==> src/rtl/sa_pkg.sv <==
// sa_pkg: shared definitions for the systolic-array processing element.
//   DATA_W_DEF / ACC_W_DEF : default operand and accumulator widths
//   drain_state_e          : per-PE drain chain state (D_IDLE, D_SHIFT)
//   ACC_MAX / ACC_MIN      : largest / smallest signed value of an acc_w-bit word
package sa_pkg;

  localparam int DATA_W_DEF = 16;
  localparam int ACC_W_DEF  = 40;
  localparam int MAX_ACC_W  = 128;

  typedef enum logic {
    D_IDLE  = 1'b0,
    D_SHIFT = 1'b1
  } drain_state_e;

  function automatic logic signed [MAX_ACC_W-1:0] ACC_MAX(input int acc_w);
    return (128'sd1 <<< (acc_w - 1)) - 128'sd1;
  endfunction

  function automatic logic signed [MAX_ACC_W-1:0] ACC_MIN(input int acc_w);
    return -(128'sd1 <<< (acc_w - 1));
  endfunction

endpackage

==> src/rtl/sa_pe_mac.sv <==
// sa_pe_mac: combinational multiply-accumulate for one PE.
//   a, b  : signed operands (DATA_W)
//   acc   : current accumulator (ACC_W)
//   first : 1 = start a fresh dot product (ignore acc)
//   sum   : next accumulator value (ACC_W)
//   ovf   : the signed add left the ACC_W range
// Optional feature macro: PE_SATURATE_EN (clamp on overflow instead of wrapping).
module sa_pe_mac
  import sa_pkg::*;
#(
  parameter int DATA_W = DATA_W_DEF,
  parameter int ACC_W  = ACC_W_DEF
) (
  input  logic signed [DATA_W-1:0] a,
  input  logic signed [DATA_W-1:0] b,
  input  logic signed [ACC_W-1:0]  acc,
  input  logic                     first,
  output logic signed [ACC_W-1:0]  sum,
  output logic                     ovf
);

  logic signed [2*DATA_W-1:0] prod;
  logic signed [ACC_W:0]      prod_x;
  logic signed [ACC_W:0]      addend_x;
  logic signed [ACC_W:0]      sum_x;

`ifdef PE_SATURATE_EN
  localparam logic signed [MAX_ACC_W-1:0] MAX_FULL = ACC_MAX(ACC_W);
  localparam logic signed [MAX_ACC_W-1:0] MIN_FULL = ACC_MIN(ACC_W);
  localparam logic signed [ACC_W-1:0]     SAT_MAX  = MAX_FULL[ACC_W-1:0];
  localparam logic signed [ACC_W-1:0]     SAT_MIN  = MIN_FULL[ACC_W-1:0];

  function automatic logic signed [ACC_W-1:0] sat_acc(input logic signed [ACC_W:0] wide);
    if (wide[ACC_W] != wide[ACC_W-1]) begin
      return wide[ACC_W] ? SAT_MIN : SAT_MAX;
    end
    return wide[ACC_W-1:0];
  endfunction
`endif

  always_comb begin
    prod     = a * b;
    prod_x   = (ACC_W+1)'(prod);
    addend_x = first ? '0 : (ACC_W+1)'(acc);
    // One guard bit: the two top bits disagree exactly when the result left the ACC_W range.
    sum_x    = addend_x + prod_x;
    ovf      = sum_x[ACC_W] ^ sum_x[ACC_W-1];
`ifdef PE_SATURATE_EN
    sum      = sat_acc(sum_x);
`else
    sum      = sum_x[ACC_W-1:0];
`endif
  end

endmodule

==> src/rtl/sa_pe.sv <==
// sa_pe: output-stationary systolic-array processing element.
//   CLK, RST (sync, active-high), EN (0 freezes all state)
//   A_in/B_in/V_in/L_in     : west/north operands, pair valid, last pair of tile
//   A_out/B_out/V_out/L_out : the same, registered, to east/south neighbours
//   DRAIN                   : column-wide drain request
//   C_in/C_in_valid         : drain chain from the PE above
//   C_out/C_out_valid       : drain chain toward the array edge
//   RES_VALID               : result buffer holds an undrained result
//   OVF                     : sticky accumulator overflow
// Optional feature macro: PE_SATURATE_EN (saturating accumulator, in sa_pe_mac).
module sa_pe
  import sa_pkg::*;
#(
  parameter int DATA_W = DATA_W_DEF,
  parameter int ACC_W  = ACC_W_DEF
) (
  input  logic                     CLK,
  input  logic                     RST,
  input  logic                     EN,
  input  logic signed [DATA_W-1:0] A_in,
  input  logic signed [DATA_W-1:0] B_in,
  input  logic                     V_in,
  input  logic                     L_in,
  output logic signed [DATA_W-1:0] A_out,
  output logic signed [DATA_W-1:0] B_out,
  output logic                     V_out,
  output logic                     L_out,
  input  logic                     DRAIN,
  input  logic signed [ACC_W-1:0]  C_in,
  input  logic                     C_in_valid,
  output logic signed [ACC_W-1:0]  C_out,
  output logic                     C_out_valid,
  output logic                     RES_VALID,
  output logic                     OVF
);

  if (ACC_W < 2 * DATA_W) begin : g_bad_acc_w
    $error("sa_pe: ACC_W must be at least 2*DATA_W");
  end

  logic signed [DATA_W-1:0] a_p1_q, a_p1_d, b_p1_q, b_p1_d;
  logic                     vld_p1_q, vld_p1_d, last_p1_q, last_p1_d;
  logic signed [ACC_W-1:0]  acc_p2_q, acc_p2_d, res_q, res_d, c_out_q, c_out_d;
  logic                     first_q, first_d, ovf_q, ovf_d;
  logic                     res_valid_q, res_valid_d, c_out_valid_q, c_out_valid_d;
  drain_state_e             state_q, state_d;
  logic signed [ACC_W-1:0]  mac_sum;
  logic                     mac_ovf;

  sa_pe_mac #(.DATA_W(DATA_W), .ACC_W(ACC_W)) u_mac (
    .a     (a_p1_q),
    .b     (b_p1_q),
    .acc   (acc_p2_q),
    .first (first_q),
    .sum   (mac_sum),
    .ovf   (mac_ovf)
  );

  always_comb begin
    a_p1_d        = a_p1_q;
    b_p1_d        = b_p1_q;
    vld_p1_d      = vld_p1_q;
    last_p1_d     = last_p1_q;
    acc_p2_d      = acc_p2_q;
    first_d       = first_q;
    ovf_d         = ovf_q;
    res_d         = res_q;
    res_valid_d   = res_valid_q;
    c_out_d       = c_out_q;
    c_out_valid_d = c_out_valid_q;
    state_d       = state_q;
    if (EN) begin
      // Stage 1: operand capture / forwarding
      a_p1_d    = A_in;
      b_p1_d    = B_in;
      vld_p1_d  = V_in;
      last_p1_d = L_in;
      // Stage 2: accumulate
      if (vld_p1_q) begin
        acc_p2_d = mac_sum;
        first_d  = last_p1_q;
        ovf_d    = ovf_q | mac_ovf;
      end
      // Drain chain
      if (DRAIN) begin
        if (state_q == D_IDLE) begin
          c_out_d       = res_q;
          c_out_valid_d = res_valid_q;
          res_valid_d   = 1'b0;
          state_d       = D_SHIFT;
        end else begin
          c_out_d       = C_in;
          c_out_valid_d = C_in_valid;
        end
      end else begin
        state_d       = D_IDLE;
        c_out_valid_d = 1'b0;
      end
      // Completion is applied after the load so a same-cycle result survives the clear.
      if (vld_p1_q && last_p1_q) begin
        res_d       = mac_sum;
        res_valid_d = 1'b1;
      end
    end
  end

  always_ff @(posedge CLK) begin
    if (RST) begin
      a_p1_q        <= '0;
      b_p1_q        <= '0;
      vld_p1_q      <= 1'b0;
      last_p1_q     <= 1'b0;
      acc_p2_q      <= '0;
      first_q       <= 1'b1;
      ovf_q         <= 1'b0;
      res_q         <= '0;
      res_valid_q   <= 1'b0;
      c_out_q       <= '0;
      c_out_valid_q <= 1'b0;
      state_q       <= D_IDLE;
    end else begin
      a_p1_q        <= a_p1_d;
      b_p1_q        <= b_p1_d;
      vld_p1_q      <= vld_p1_d;
      last_p1_q     <= last_p1_d;
      acc_p2_q      <= acc_p2_d;
      first_q       <= first_d;
      ovf_q         <= ovf_d;
      res_q         <= res_d;
      res_valid_q   <= res_valid_d;
      c_out_q       <= c_out_d;
      c_out_valid_q <= c_out_valid_d;
      state_q       <= state_d;
    end
  end

  assign A_out       = a_p1_q;
  assign B_out       = b_p1_q;
  assign V_out       = vld_p1_q;
  assign L_out       = last_p1_q;
  assign C_out       = c_out_q;
  assign C_out_valid = c_out_valid_q;
  assign RES_VALID   = res_valid_q;
  assign OVF         = ovf_q;

endmodule
==> config.mk <==
export PLATFORM = sky130hd
export DESIGN_NAME = sa_pe
export DESIGN_NICKNAME = d
export VERILOG_FILES = /design/src/rtl/sa_pkg.sv /design/src/rtl/sa_pe_mac.sv /design/src/rtl/sa_pe.sv
export SDC_FILE = /design/constraint.sdc
export NUM_CORES = 1
export LEC_CHECK = 0
export ABC_AREA = 1
export BUFFER_PORTS_ARGS = -buffer_cell sky130_fd_sc_hd__buf_2
export CORE_MARGIN = 1
export CORE_UTILIZATION = 60
export CTS_CLUSTER_DIAMETER = 80
export DETAILED_ROUTE_END_ITERATION = 8
export PLACE_DENSITY = 0.87
export SYNTH_ARGS = -nofsm -noshare
export SYNTH_HDL_FRONTEND = slang
export SYNTH_SLANG_ARGS = --single-unit
==> constraint.sdc <==
create_clock -name CLK -period 8.8 [get_ports CLK]
set_input_delay 0.88 -clock CLK [delete_from_list [all_inputs] [get_ports CLK]]
set_output_delay 0.88 -clock CLK [all_outputs]
set_load 0.02 [all_outputs]
=== Word-level counts from Yosys, hierarchy flattened ===
Cells that the tools add are included.

* Register bits: 159
* Input bits: 79
* Output and inout bits: 77
* Word-level logic and storage cells: 31

* Add/subtract/negate cells: 1
* $mul: 1
* Eq/ne operators: 1
* Muxes and demuxes: 8
* Bitwise logic cells: 2
* Reduce and logical (&&, ||, !) cells: 6

{| class="wikitable"
|+ Operators with widths
! cell !! number
|-
| $add A41 B32 Y41 || 1
|-
| $mux W41 || 1
|-
| $mux W40 || 1
|-
| $mul A16 B16 Y32 || 1
|-
| $mux W1 || 6
|-
| $reduce_and A2 Y1 || 3
|-
| $reduce_and A3 Y1 || 1
|-
| $ne A2 B1 Y1 const B || 1
|-
| $reduce_bool A2 Y1 || 1
|-
| $logic_and A1 B1 Y1 || 1
|-
| $or A1 B1 Y1 || 1
|-
| $xor A1 B1 Y1 || 1
|}

=== Depth between registers and ports, before layout ===
* Depth after elaboration: 4
* Gate-level depth with buffers: 33
* Gate-level depth less buffers: 31

=== By module ===
From an unflattened synthesis, not the netlist that was laid out.

* Cells, all modules: 2716
* Area, all modules: 20170.6 sq um

{| class="wikitable"
|+ By module, submodules not included
! module !! instances !! cells each !! area each (sq um) !! sequential area each (sq um)
|-
| sa_pe_mac || 1 || 1853 || 13940.9 || 0.0
|-
| sa_pe || 1 || 863 || 6229.7 || 3183.1
|}

=== Worst setup path before layout ===
Ideal clock, no wire load.

* Path kind: reg2reg
* Start: register a_p1_q[15] (netlist: A_out[15])
* End: register ovf_q (netlist: OVF)
* Setup time: 0.070 ns
* Arrival time: 6.363 ns
* Data required time: 8.730 ns
* Slack: 2.367 ns
* Cell stages (with the launch flop): 29
* Path buffers: 2
* Period minus slack after synthesis: 6.433 ns
* Path through: dfxtp_1 clkbuf_1 clkbuf_1 nand2_1 inv_1 fa_1 inv_1 fa_1 inv_1 fa_1 inv_1 fa_1 inv_1 fa_1 inv_1 fa_1 inv_1 ha_1 a21oi_1 o21ai_0 nand2_1 nand2_1 a21oi_1 nand2_1 nand2_1 nand2_1 nand2_1 nand3_1 a21oi_1

* Word-level cells in the longest chain between the ends: 4

{| class="wikitable"
|+ RTL lines
! item !! RTL line !! source
|-
| start, declared || sa_pe.sv:41 || <nowiki>logic signed [DATA_W-1:0] a_p1_q, a_p1_d, b_p1_q, b_p1_d;</nowiki>
|-
| start signal, assigned || sa_pe.sv:122 || <nowiki>a_p1_q <= a_p1_d;</nowiki>
|-
| $mul A16 B16 Y32 || sa_pe_mac.sv:42 || <nowiki>prod = a * b;</nowiki>
|-
| $add A41 B32 Y41 || sa_pe_mac.sv:46 || <nowiki>sum_x = addend_x + prod_x;</nowiki>
|-
| $xor A1 B1 Y1 || sa_pe_mac.sv:47 || <nowiki>ovf = sum_x[ACC_W] ^ sum_x[ACC_W-1];</nowiki>
|-
| $or A1 B1 Y1 || sa_pe.sv:82 || <nowiki>ovf_d = ovf_q | mac_ovf;</nowiki>
|-
| end signal, assigned || sa_pe.sv:128 || <nowiki>ovf_q <= ovf_d;</nowiki>
|-
| end, declared || sa_pe.sv:44 || <nowiki>logic first_q, first_d, ovf_q, ovf_d;</nowiki>
|}

No other way between the ends.
A chain may end at the register's enable or synchronous reset.

=== Final worst setup path ===
* Start: register b_p1_q[1] (netlist: B_out[1])
* End: register ovf_q (netlist: OVF)

* Word-level cells in the longest chain between the ends: 4

{| class="wikitable"
|+ RTL lines
! item !! RTL line !! source
|-
| start, declared || sa_pe.sv:41 ||
|-
| start signal, assigned || sa_pe.sv:123 || <nowiki>b_p1_q <= b_p1_d;</nowiki>
|-
| $mul A16 B16 Y32 || sa_pe_mac.sv:42 ||
|-
| $add A41 B32 Y41 || sa_pe_mac.sv:46 ||
|-
| $xor A1 B1 Y1 || sa_pe_mac.sv:47 ||
|-
| $or A1 B1 Y1 || sa_pe.sv:82 ||
|}

No other way between the ends.

==> results by group <==
Outcome
  • Outcome: complete, no violations

Critical path
  • Maximum fanout along the worst path: 18
  • Worst path arrival time: 7.57 ns
  • Buf/Inv on CP: 7
  • Setup slack, reg-to-reg: 1.61 ns
  • CP delay by family, top: adder cells
  • CP startpoint kind: flop
  • Max incr delay on CP: 0.83 ns
  • Slowest stage cell, crit path: fa_1
  • Worst path required time: 9.18 ns
  • Critical path type: reg2reg
  • Setup crit end kind: flop
  • Most used cell, CP: nand2_1

Cells and area
  • Final Instance Area: 21200 sq um
  • Area Growth Syn to Fin: 7.72%
  • Antenna Cells: 0
  • Most frequent cells in the layout: inv_1, nand2_1, fa_1, nor2_1, dfxtp_1
  • Most common cell after layout, fill and taps aside: inv_1
  • Nets: 3199
  • Layout cells sized above 1: 0.0783
  • Finished Layout Cells: 3116

Power
  • Logic pwr share: 0.605
  • Int Pwr: 1980 uW
  • Clk pwr share: 0.185
  • Psw: 2100 uW
  • Pwr Density: 192 nW/um^2
  • Switching Fraction: 0.514
  • Flop pwr share: 0.210
  • Peak supply drop: 0.171 mV
  • Lkg Pwr: 0.0122 uW

Yosys
  • Fraction of synthesis flops using an asynchronous set or reset pin: 0
  • Syn_area_per_cell: 7.55 sq um
  • Synth Area in Compound Gates: 0.0774
  • Post-synth net total: 3138
  • Number of synthesized flops with an enable pin: 0
  • Synthesized netlist cell count: 2607
  • Post-synthesis mux area share: 0
  • Yosys top cell by area: fa_1
  • Largest family of logic cells by synthesized area: adder cells
  • Syn Std Cell Area: 19700 sq um
  • Synth top area share: 0.340
  • Adder-Cell Fraction of Synth Area: 0.415
  • Synth top area cells: fa_1, dfxtp_1, inv_1, nand2_1, ha_1
  • XOR/XNOR Fraction of Synth Area: 0.00979
  • Post-synthesis sequential area ratio: 0.162
  • Synth Area in Simple Gates: 0.178
  • Unique cell type count in the Yosys netlist: 37
  • Ys Warns: 0
  • Most used DFF post-synth: dfxtp_1
  • Number of synthesized register bits: 159

Routing
  • DR WL met3: 3710 microns
  • Detail Route Antenna Nets: 0
  • Met2 wire length: 26600 microns
  • Met1 wire length: 20900 microns
  • Top routing layer in use: met4
  • Via count: 16900
  • Vias per Instance: 5.41
  • WL/cell: 17.0 microns
  • Pre-antenna DRT Iters: 5
  • Total Wirelength: 52900 microns
  • Drt drc: 0
  • 1st-iter DRT viols: 1470

Timing
  • Rel. slew slack: 0.133
  • Final Critical Period: 7.19 ns
  • FMAX: 139 MHz
  • Final setup vio count: 0
  • Hold WS: 0.458 ns
  • PnR worst setup slack: 1.61 ns
  • Period utilisation layout: 0.817
  • Worst Max-Slew Pin Slew: 1.30 ns
  • Hold violation total from the final report: 0
  • Clock skew: 0.0149 ns
  • Setup TNS: 0 ns
  • Slew Viols, Final: 0
  • RSZ-0062 raised after global routing: false

Clock network
  • Worst-Skew Late Latency: 0.46 ns
  • H-tree depth: 4
  • Root Driver: clkbuf_16
  • CTS max path bufs: 2
  • Hold buffer count at CTS: 0
  • Worst-path clk slew: 0.07 ns
  • Post-CTS setup buffers: 0
  • CTS tree: yes
  • Cts bufs inserted: 17
  • Clock Sinks: 159
  • CTS-repair resized insts: 0

GRT
  • Pin count of the biggest net entering global routing: 99
  • GR Overflow Total: 0
  • Vias in the first global route: 17800
  • GRT Total Usage: 0.335
  • Global-route wire length before repair: 88200 microns
  • Initial antenna violation count: 0

Floorplan
  • # rows: 65
  • Die height: 183 microns
  • Die Width: 183 microns
  • Top Ports: 156
  • Starting Density: 0.617
  • Total core area: 31900 sq um
  • Die area: 33500 sq um

Hold path
  • Worst hold-check path type: reg2reg

Placed design
  • GP Congestion: 0.996
  • Port-buffer cells: 155
  • Placed Area: 20600 sq um
  • Dpl ws: 1.68 ns
  • Final HPWL DP: 41700 microns
  • # placed instances: 3084

Flow run
  • Max_cap viols: 0
sequential cells by signal, indices dropped and copies added (netlist names):
signal / count
state_q: 1
first_q: 1
V_out: 1
acc_p2_q: 40
res_q: 40
C_out: 40
L_out: 1
A_out: 16
C_out_valid: 1
B_out: 16
OVF: 1
RES_VALID: 1
worst paths after layout:
check                          end             startpoint  cells after the start
hold reg to reg   OVF$_SDFFE_PP0P_       OVF$_SDFFE_PP0P_                      2
setup / recovery  OVF$_SDFFE_PP0P_  B_out[1]$_SDFFE_PP0P_                     26
setup reg to reg  OVF$_SDFFE_PP0P_  B_out[1]$_SDFFE_PP0P_                     26
hold / removal    OVF$_SDFFE_PP0P_       OVF$_SDFFE_PP0P_                      2
per-stage QoR:
step,total power [uW],utilization
after CTS,4050,0.665
after detailed placement,3280,0.646
after global placement,3230,0.646
after floorplan,2550,-
final,4080,0.665
after global routing,4430,0.665
Yosys cell counts (2+ instances only):
cell	count
nand3_1	85
xnor2_1	7
a21oi_1	86
or2_1	2
nand3b_1	7
nor2_1	179
nor3_1	6
o21ai_1	8
clkbuf_1	115
nand4_1	9
o21ai_0	95
buf_2	2
nand2_1	584
buf_1	4
fa_1	334
xor2_1	15
a21boi_0	2
o211ai_1	45
o21bai_1	19
ha_1	118
inv_1	701
dfxtp_1	159
inv_2	4
a31oi_1	2
or2_2	3
clkinv_1	2
o21a_1	4
area by class of cell:
class / count / area (sq um)
Tap cell: 435 / 544
Clock inverter: 15 / 168
Clock buffer: 17 / 425
Multi-Input combinational cell: 1620 / 13400
Fill cell: 2599 / 10700
Inverter: 707 / 2650
Sequential cell: 159 / 3180
Timing Repair Buffer: 163 / 836
power groups by stage:
stage               Clock (uW)  Combinational, uW  Sequential (uW)
floorplan                    0               1710              840
global route               783               2780              863
finish                     753               2470              858
detailed placement           0               2410              869
global placement             0               2370              866
CTS                        752               2450              853
worst reg2reg max path, cell delays in order, from the launching register on:
cell     delay [ns]
dfxtp_1        0.52
nand2_1        0.27
inv_1          0.09
fa_1           0.68
inv_1          0.15
fa_1           0.83
inv_1          0.16
fa_1           0.60
inv_1          0.16
fa_1           0.74
inv_1          0.18
fa_1           0.51
inv_1          0.06
fa_1           0.49
inv_1          0.04
ha_1           0.35
nand2_1        0.20
o21ai_0        0.18
nand2_1        0.10
nand2_1        0.05
a21oi_1        0.23
nand2_1        0.12
nand2_1        0.07
nand2_1        0.06
nand2_1        0.06
nand3_1        0.07
a21oi_1        0.15
logic make-up after synthesis:
kind of cell | Yosys count
buf+inv | 828
simple gates | 881
fa+ha+maj | 452
compound gates | 265
xor+xnor | 22
flops | 159
per-layer routing:
metal / up-vias / track usage
met4: 0 / 0.120
met1: 8210 / 0.420
li1: 7724 / -
met5: - / 0
met2: 788 / 0.588
met3: 149 / 0.0496
(Power assumes the default switching activity.)
